==> src/rtl/mavg_pkg.sv <==
// rtl/mavg_pkg.sv - shared sizes and types for the moving-average scheduler
package mavg_pkg;
   localparam int NCH     = 4;
   localparam int W       = 4;
   localparam int TAPS    = 4;
   localparam int TAPS_LG = $clog2(TAPS);
   localparam int SUMW    = W + TAPS_LG;
   localparam int CHW     = $clog2(NCH);

   typedef logic [W-1:0]    sample_t;
   typedef logic [SUMW-1:0] sum_t;
   typedef logic [CHW-1:0]  ch_t;
endpackage

==> src/rtl/rr_arb.sv <==
// rtl/rr_arb.sv - round-robin arbiter with masking; owns the priority pointer
module rr_arb #(
   parameter  int NCH = 4,
   localparam int PW  = (NCH > 1) ? $clog2(NCH) : 1
) (
   input  logic           clk,
   input  logic           reset,
   input  logic [NCH-1:0] i_req,
   input  logic [NCH-1:0] i_mask,
   output logic [NCH-1:0] o_gnt
);
   logic [PW-1:0]  r_ptr;
   logic [PW-1:0]  w_next;
   logic [NCH-1:0] w_elig;
   logic           w_found;

   // Two passes: first the channels at/above the pointer, then the wrapped ones.
   always_comb begin
      o_gnt   = '0;
      w_next  = r_ptr;
      w_found = 1'b0;
      w_elig  = i_req & ~i_mask;
      for (int i = 0; i < NCH; i++) begin
         if (!w_found && i >= int'(r_ptr) && w_elig[i]) begin
            o_gnt[i] = 1'b1;
            w_next   = PW'((i + 1) % NCH);
            w_found  = 1'b1;
         end
      end
      for (int i = 0; i < NCH; i++) begin
         if (!w_found && w_elig[i]) begin
            o_gnt[i] = 1'b1;
            w_next   = PW'((i + 1) % NCH);
            w_found  = 1'b1;
         end
      end
      if (reset) begin
         o_gnt = '0;
      end
   end

   always_ff @(posedge clk) begin
      if (reset) begin
         r_ptr <= '0;
      end else if (w_found) begin
         r_ptr <= w_next;
      end
   end
endmodule

==> src/rtl/mavg_sched.sv <==
// rtl/mavg_sched.sv - time-shared moving-average datapath over NCH channels
module mavg_sched
   import mavg_pkg::*;
(
   input  logic             clk,
   input  logic             reset,
   input  logic [NCH-1:0]   req,
   input  logic [NCH*W-1:0] x,
   output logic [NCH-1:0]   gnt,
   input  logic             clr,
   input  ch_t              clr_ch,
   output sample_t          y,
   output ch_t              y_ch,
   output logic             y_valid
);
   sample_t        r_hist [NCH][TAPS];
   sum_t           r_sum  [NCH];
   logic [NCH-1:0] w_mask;
   ch_t            w_gidx;
   logic           w_any;
   sum_t           w_new_sum;

   // A channel being cleared cannot also be granted, so clear never races accept.
   always_comb begin
      w_mask = '0;
      for (int i = 0; i < NCH; i++) begin
         w_mask[i] = clr && (clr_ch == ch_t'(i));
      end
   end

   rr_arb #(.NCH(NCH)) u_arb (
      .clk    (clk),
      .reset  (reset),
      .i_req  (req),
      .i_mask (w_mask),
      .o_gnt  (gnt)
   );

   always_comb begin
      w_gidx = '0;
      w_any  = |gnt;
      for (int i = 0; i < NCH; i++) begin
         if (gnt[i]) w_gidx = ch_t'(i);
      end
      w_new_sum = r_sum[w_gidx] + sum_t'(x[int'(w_gidx)*W +: W])
                - sum_t'(r_hist[w_gidx][TAPS-1]);
   end

   always_ff @(posedge clk) begin
      if (reset) begin
         for (int i = 0; i < NCH; i++) begin
            r_sum[i] <= '0;
            for (int j = 0; j < TAPS; j++) r_hist[i][j] <= '0;
         end
         y       <= '0;
         y_ch    <= '0;
         y_valid <= 1'b0;
      end else begin
         for (int i = 0; i < NCH; i++) begin
            if (w_mask[i]) begin
               r_sum[i] <= '0;
               for (int j = 0; j < TAPS; j++) r_hist[i][j] <= '0;
            end else if (gnt[i]) begin
               r_hist[i][0] <= x[i*W +: W];
               for (int j = 1; j < TAPS; j++) r_hist[i][j] <= r_hist[i][j-1];
               r_sum[i] <= w_new_sum;
            end
         end
         y_valid <= w_any;
         if (w_any) begin
            y    <= sample_t'(w_new_sum >> TAPS_LG);
            y_ch <= w_gidx;
         end
      end
   end
endmodule
==> config.mk <==
export PLATFORM = sky130hd
export DESIGN_NAME = mavg_sched
export DESIGN_NICKNAME = d
export VERILOG_FILES = /design/src/rtl/mavg_pkg.sv /design/src/rtl/rr_arb.sv /design/src/rtl/mavg_sched.sv
export SDC_FILE = /design/constraint.sdc
export NUM_CORES = 1
export LEC_CHECK = 0
export CORE_MARGIN = 8
export CORE_UTILIZATION = 50
export CTS_CLUSTER_DIAMETER = 50
export DETAILED_ROUTE_END_ITERATION = 12
export PLACE_DENSITY = 0.73
export SLEW_MARGIN = 15
export SYNTH_ARGS = -nofsm -noshare
export SYNTH_HDL_FRONTEND = slang
export SYNTH_SLANG_ARGS = --single-unit
==> constraint.sdc <==
create_clock -name clk -period 5.25 [get_ports clk]
set_input_delay 1.05 -clock clk [delete_from_list [all_inputs] [get_ports clk]]
set_output_delay 1.05 -clock clk [all_outputs]
set_load 0.05 [all_outputs]
### Yosys cells after proc, flatten, opt, wreduce, memory -nomap -nowiden

Memory sizes are Yosys's and may differ from the RTL's.
Cells that the tools add are included.

| word-level totals | value |
|---|---|
| input port bits | 25 |
| word-level logic and storage cells | 179 |
| ROM bits | 0 |
| register bits | 9 |
| latch bits | 0 |
| bits in writable memories | 88 |
| memories kept | 2 |

Memories:

| name | depth | bits a word | read ports | clocked after Yosys merged registers in | write ports | RTL line | text |
|---|---|---|---|---|---|---|---|
| r_hist | 4 | 16 | 5 | 0 | 4 | mavg_sched.sv:16 | `sample_t r_hist [NCH][TAPS];` |
| r_sum | 4 | 6 | 1 | 0 | 4 | mavg_sched.sv:17 | `sum_t r_sum [NCH];` |

| operators by class | value |
|---|---|
| shifts and indexed selects | 1 |
| order comparisons | 3 |
| div/mod/pow operators | 0 |
| reductions and logical operators | 25 |
| bitwise gates (word level) | 42 |
| $add $sub $neg | 2 |
| muxes and demuxes | 97 |
| multipliers | 0 |
| eq/ne operators | 3 |

Operator list:

| operator | number |
|---|---|
| $mux 4 | 33 |
| $mux 6 | 8 |
| $mux 1 | 46 |
| $or 1x1->1 | 40 |
| $mux 2 | 10 |
| $shiftx 16x5->4 | 1 |
| $logic_and 1x1->1 | 14 |
| $reduce_bool 8->1 | 1 |
| $logic_not 1->1 | 7 |
| $add 6x4->6 | 1 |
| $sub 6x4->6 | 1 |
| $and 4x4->4 | 1 |
| $eq 2x2->1 const B | 2 |
| $ge 1x2->1 const A | 2 |
| $not 4->4 | 1 |
| $reduce_or 4->1 | 1 |
| $eq 2x1->1 const B | 1 |
| $ge 2x2->1 const A | 1 |
| $logic_not 2->1 | 1 |
| $reduce_and 2->1 | 1 |

### Depth between registers and ports, before layout

| depth | value |
|---|---|
| depth in word-level cells | 37 |
| mapped depth | 20 |
| depth with buffers taken out | 17 |

### Cells and area by module

A second synthesis with hierarchy kept.

| second synthesis, totals | value |
|---|---|
| cells, all modules | 394 |
| area, all modules | 4573.1 um2 |

Modules (own cells, without submodules):

| module | cells an instance | times used | area an instance (um2) |
|---|---|---|---|
| mavg_sched | 362 | 1 | 4315.4 |
| rr_arb | 32 | 1 | 257.7 |

### Worst setup path before layout

Ideal clock, no wire load.

| path | value |
|---|---|
| kind | input-to-reg |
| start point | input port clr_ch[1] |
| end point | register y[2] |
| cell stages on the path | 18 |
| path buffers | 3 |
| arrival | 5.063 ns |
| slack | 0.059 ns |
| setup time | 0.128 ns |
| cell sequence | buf_2 -> or3b_1 -> buf_2 -> a22oi_1 -> o31a_1 -> nand2_1 -> inv_1 -> clkbuf_1 -> a221oi_1 -> fa_1 -> inv_1 -> fa_1 -> a21o_1 -> a21oi_1 -> xor2_1 -> inv_1 -> mux2i_1 -> nor2_1 |

| between the ends | value |
|---|---|
| elaborated cells between the ends (all ways) | 51 |

RTL lines:

| item | RTL line | text |
|---|---|---|
| from (decl) | mavg_sched.sv:11 | `input ch_t clr_ch,` |
| $logic_not 2->1 | mavg_sched.sv:27 | `w_mask[i] = clr && (clr_ch == ch_t'(i));` |
| $logic_and 1x1->1 | mavg_sched.sv:27 |  |
| $not 4->4 (*) | rr_arb.sv:22 | `w_elig = i_req & ~i_mask;` |
| $and 4x4->4 (*) | rr_arb.sv:22 |  |
| $logic_and 1x1->1 | rr_arb.sv:24 | `if (!w_found && i >= int'(r_ptr) && w_elig[i]) begin` |
| $mux 1 | rr_arb.sv:24 |  |
| $logic_not 1->1 | rr_arb.sv:24 |  |
| $logic_and 1x1->1 (2 in series) | rr_arb.sv:24 |  |
| (+13 left out) | n/a |  |
| $mux 1 (*) | rr_arb.sv:31 | `if (!w_found && w_elig[i]) begin` |
| $mux 4 (*) | rr_arb.sv:37 | `if (reset) begin` |
| named net gnt[1] | mavg_sched.sv:9 | `output logic [NCH-1:0] gnt,` |
| $mux 1 | mavg_sched.sv:43 | `if (gnt[i]) w_gidx = ch_t'(i);` |
| $mux 2 (2 in series) | mavg_sched.sv:43 |  |
| $shiftx 16x5->4 / $mem_v2 4x6 (equally long branches) | n/a |  |
| $add 6x4->6 | mavg_sched.sv:45 | `w_new_sum = r_sum[w_gidx] + sum_t'(x[int'(w_gidx)*W +: W])` |
| $sub 6x4->6 | mavg_sched.sv:46 | `- sum_t'(r_hist[w_gidx][TAPS-1]);` |
| to (signal assigned) | mavg_sched.sv:71 | `y <= sample_t'(w_new_sum >> TAPS_LG);` |
| to (decl) | mavg_sched.sv:12 | `output sample_t y,` |

Mark *: on every way through the listed nets, which the timed path passes. The rest lies on a longest branch.
A chain may end at the register's enable or synchronous reset.

==> run_results.csv <==
group,metric,value,unit
synthesis,yosysSeqAreaShare,58.2,%
cells_and_area,nets,520,
clocking,cts_root_buffer,"clkbuf_8",
setup_path,startpoint,"clr",
synthesis,post-synth-top-area-fraction,52.7,%
drt,firstDrtPassIters,4,
timing,min_period,5070,ps
cells_and_area,fin_util,64.3,%
synthesis,ys.flop_type,"edfxtp_1",
drt,antenna_left,0,
floorplanning,ioPinCount,36,
floorplanning,core-area,9280,sq um
setup_path,cp_max_fo,7,
synthesis,yosysWarnings,0,
setup_path,crit_type,"in2reg",
synthesis,syn_area,4780,sq um
place,port_buffers,35,
clocking,ctsHoldBuffers,0,
synthesis,synthArstFlopShare,0,%
global_route,grt.total_usage,18.3,%
cells_and_area,ff_latch_area,2780,sq um
timing,finClkSkew,13.1,ps
cells_and_area,area_growth_syn_to_layout,24.8,%
setup_path,start_kind,"input pin",
clocking,clk_latency,360,ps
synthesis,syn_inst,405,
floorplanning,fp.dieArea,13000,sq um
timing,worst_slack,177,ps
cells_and_area,mostFrequentLayoutCells,"edfxtp_1 (84), buf_4 (57), and3_1 (37), nor2_1 (35), and2_1 (32)",
power_and_ir_drop,finalPower,2.46,mW
place,dp_worst_setup_slack,-290,ps
job,maxCapViolCount,0,
clocking,cts_buffers,9,
floorplanning,die_y,114,um
cells_and_area,instances_no_fill,619,
place,hpwl,8460,um
timing,final_max_slew_viol_count,0,
setup_path,cp_data_required_time,5360,ps
clocking,numClockSinks,97,
cells_and_area,drive_gt1_share,20.8,%
floorplanning,die_x,114,um
timing,hold_viol,0,
synthesis,synth_area_leaders,"edfxtp_1 (53%), dfxtp_1 (5.4%), and3_1 (4.8%), mux2i_1 (4.6%), and2_1 (4.2%)",
setup_path,reg2reg_to,"r_sum[0][5]",
cells_and_area,final_common_cell,"edfxtp_1",
global_route,globalRouteOverflowTotal,0,
outcome,outcome,"finished, final reports clean",
global_route,grt_pass1_wl,18200,um
power_and_ir_drop,power.density,411,nW/um^2
drt,first_iter_violations,188,
synthesis,synth_edf_count,84,
timing,slew_headroom,45.6,%
floorplanning,initial_core_util,51.5,%
timing,fmax,197,MHz
place,place_inst,599,
synthesis,ys_seq_elements,97,
cells_and_area,fillers,756,
place,finalWeightedCongestion,0.963,
global_route,antenna_found_initial,0,
drt,drc,0,
synthesis,syn_area_per_cell,11.8,sq um
synthesis,synth_top_area_cell,"edfxtp_1",
min_path,holdCritPathClass,"reg2reg",
drt,wl,11500,um
setup_path,cp.arrival,5180,ps
timing,period_share,96.6,%
setup_path,worstReg2RegStart,"u_arb.r_ptr[1]",
global_route,grt_pass1_vias,3514,
setup_path,reg2reg_slack,920,ps
power_and_ir_drop,ir_drop,0.000384,V
setup_path,ff2ff_path_depth,18,
drt,avgViaCountPerCell,5.55,
synthesis,ys_types,53,
clocking,cts.htree.levels,3,
clocking,clkSlewWorstSetupHoldPaths,90,ps
synthesis,synthesis.nets,440,
global_route,grt_max_degree,21,
setup_path,crit_end,"r_sum[0][5]",
clocking,cts_tree,"built",
floorplanning,rows,35,
setup_path,worstSetupEndpointType,"flop",
cells_and_area,multi_input_area,1910,sq um
timing,finalSetupTns,0,ps
clocking,clockBufferDepth,2,
drt,vias,3436,
power_and_ir_drop,leakage,2.55,nW
drt,wl_per_cell,18.6,um
cells_and_area,antenna_cells,0,
timing,worst_slew_pin_slew,813,ps
timing,setup_viol,0,
==> worst max-delay path: stages <==
cell and delay, ps:
clkdlybuf4s50_1 470, or3b_4 400, buf_4 150, o21a_1 170, a2111o_1 510, nand2_2 210
o22ai_2 120, a22o_1 250, fa_1 540, inv_2 50, ha_1 310, a211oi_2 240
o21bai_2 100, a21o_1 210, buf_4 140, buf_4 140, nand2_1 60, mux2i_1 60
==> per-layer routing <==
layer	global-route usage, %	vias up	part of all wire (%)
met5	0	-	0
met2	30.9	101	50
met4	7.10	0	1.9
met1	22.6	1663	43
met3	3.75	19	5.0
li1	-	1653	-
==> kinds of logic after synthesis <==
logic type | count (synthesis) | share of synthesized area [%]
and+or+nand+nor | 141 | 15.8
adders and majority gates | 10 | 3.24
buffers and inverters | 47 | 3.98
xor gates and xnor gates | 10 | 1.83
DFF | 97 | 58.2
AOI/OAI and AO/OA | 77 | 12.1
muxes | 23 | 4.84
==> cells in the mapped netlist (3+ instances only) <==
cell and instances:
xor2_1 5, a21oi_1 12, xnor2_1 5, ha_1 6, a21o_1 3, nand3_1 6
fa_1 4, a211o_1 5, o31ai_1 3, dfxtp_1 13, edfxtp_1 84, a221oi_1 3
nor2_1 36, inv_1 21, nand2_1 17, clkbuf_1 16, and3_1 37, mux2i_1 22
a211oi_1 5, buf_2 8, o22ai_1 7, and2_1 32, o21ai_0 9, a22o_1 4
a22oi_1 6
==> how the worst min path moves through the flow <==
stage	start	to	slack, ps	depth (start not counted)
after CTS	y_ch[0]	y_ch[0]	480	2
after global routing	y_ch[1]	y_ch[1]	500	2
final	y_ch[1]	y_ch[1]	480	2
after global placement	y_ch[1]	y_ch[1]	460	2
after detailed placement	y_ch[0]	y_ch[0]	460	2
after floorplan	r_hist[0][12]	r_hist[0][12]	450	2
==> repair_timing <==
action | CTS | global route
buffers inserted | 0 | 4
setup endpoints to repair | 0 | 5
endpoints found under the hold margin | 0 | 0
resized for setup | 0 | 26
==> per-stage QoR <==
stage,hold slack (ps),cell area (sq um)
finish,482,5970
global route,504,5970
CTS,479,5840
detailed placement,463,5650
global placement,462,5650
floorplan,455,4780
==> state kept, by name, summed over array words and instances, names as in the netlist <==
register and cells:
r_hist 64, r_sum 24, y 4, u_arb.r_ptr 2, y_ch 2, y_valid 1
==> where the power goes <==
part / switching (mW) / internal, mW / leakage (nW)
sequential: 0.0494 / 0.960 / 1.01
combinational: 0.523 / 0.440 / 1.45
clock: 0.263 / 0.221 / 0.0937
==> layout make-up <==
type / instances / area share, %
clock buffers: 11 / 2.20
clock inverters: 5 / 0.943
inverters: 22 / 1.38
multi-input cells: 261 / 31.9
flip-flops and latches: 97 / 46.6
well taps: 129 / 2.70
repair buffers: 94 / 14.2
Note: power is estimated with default switching activity, not from simulation.
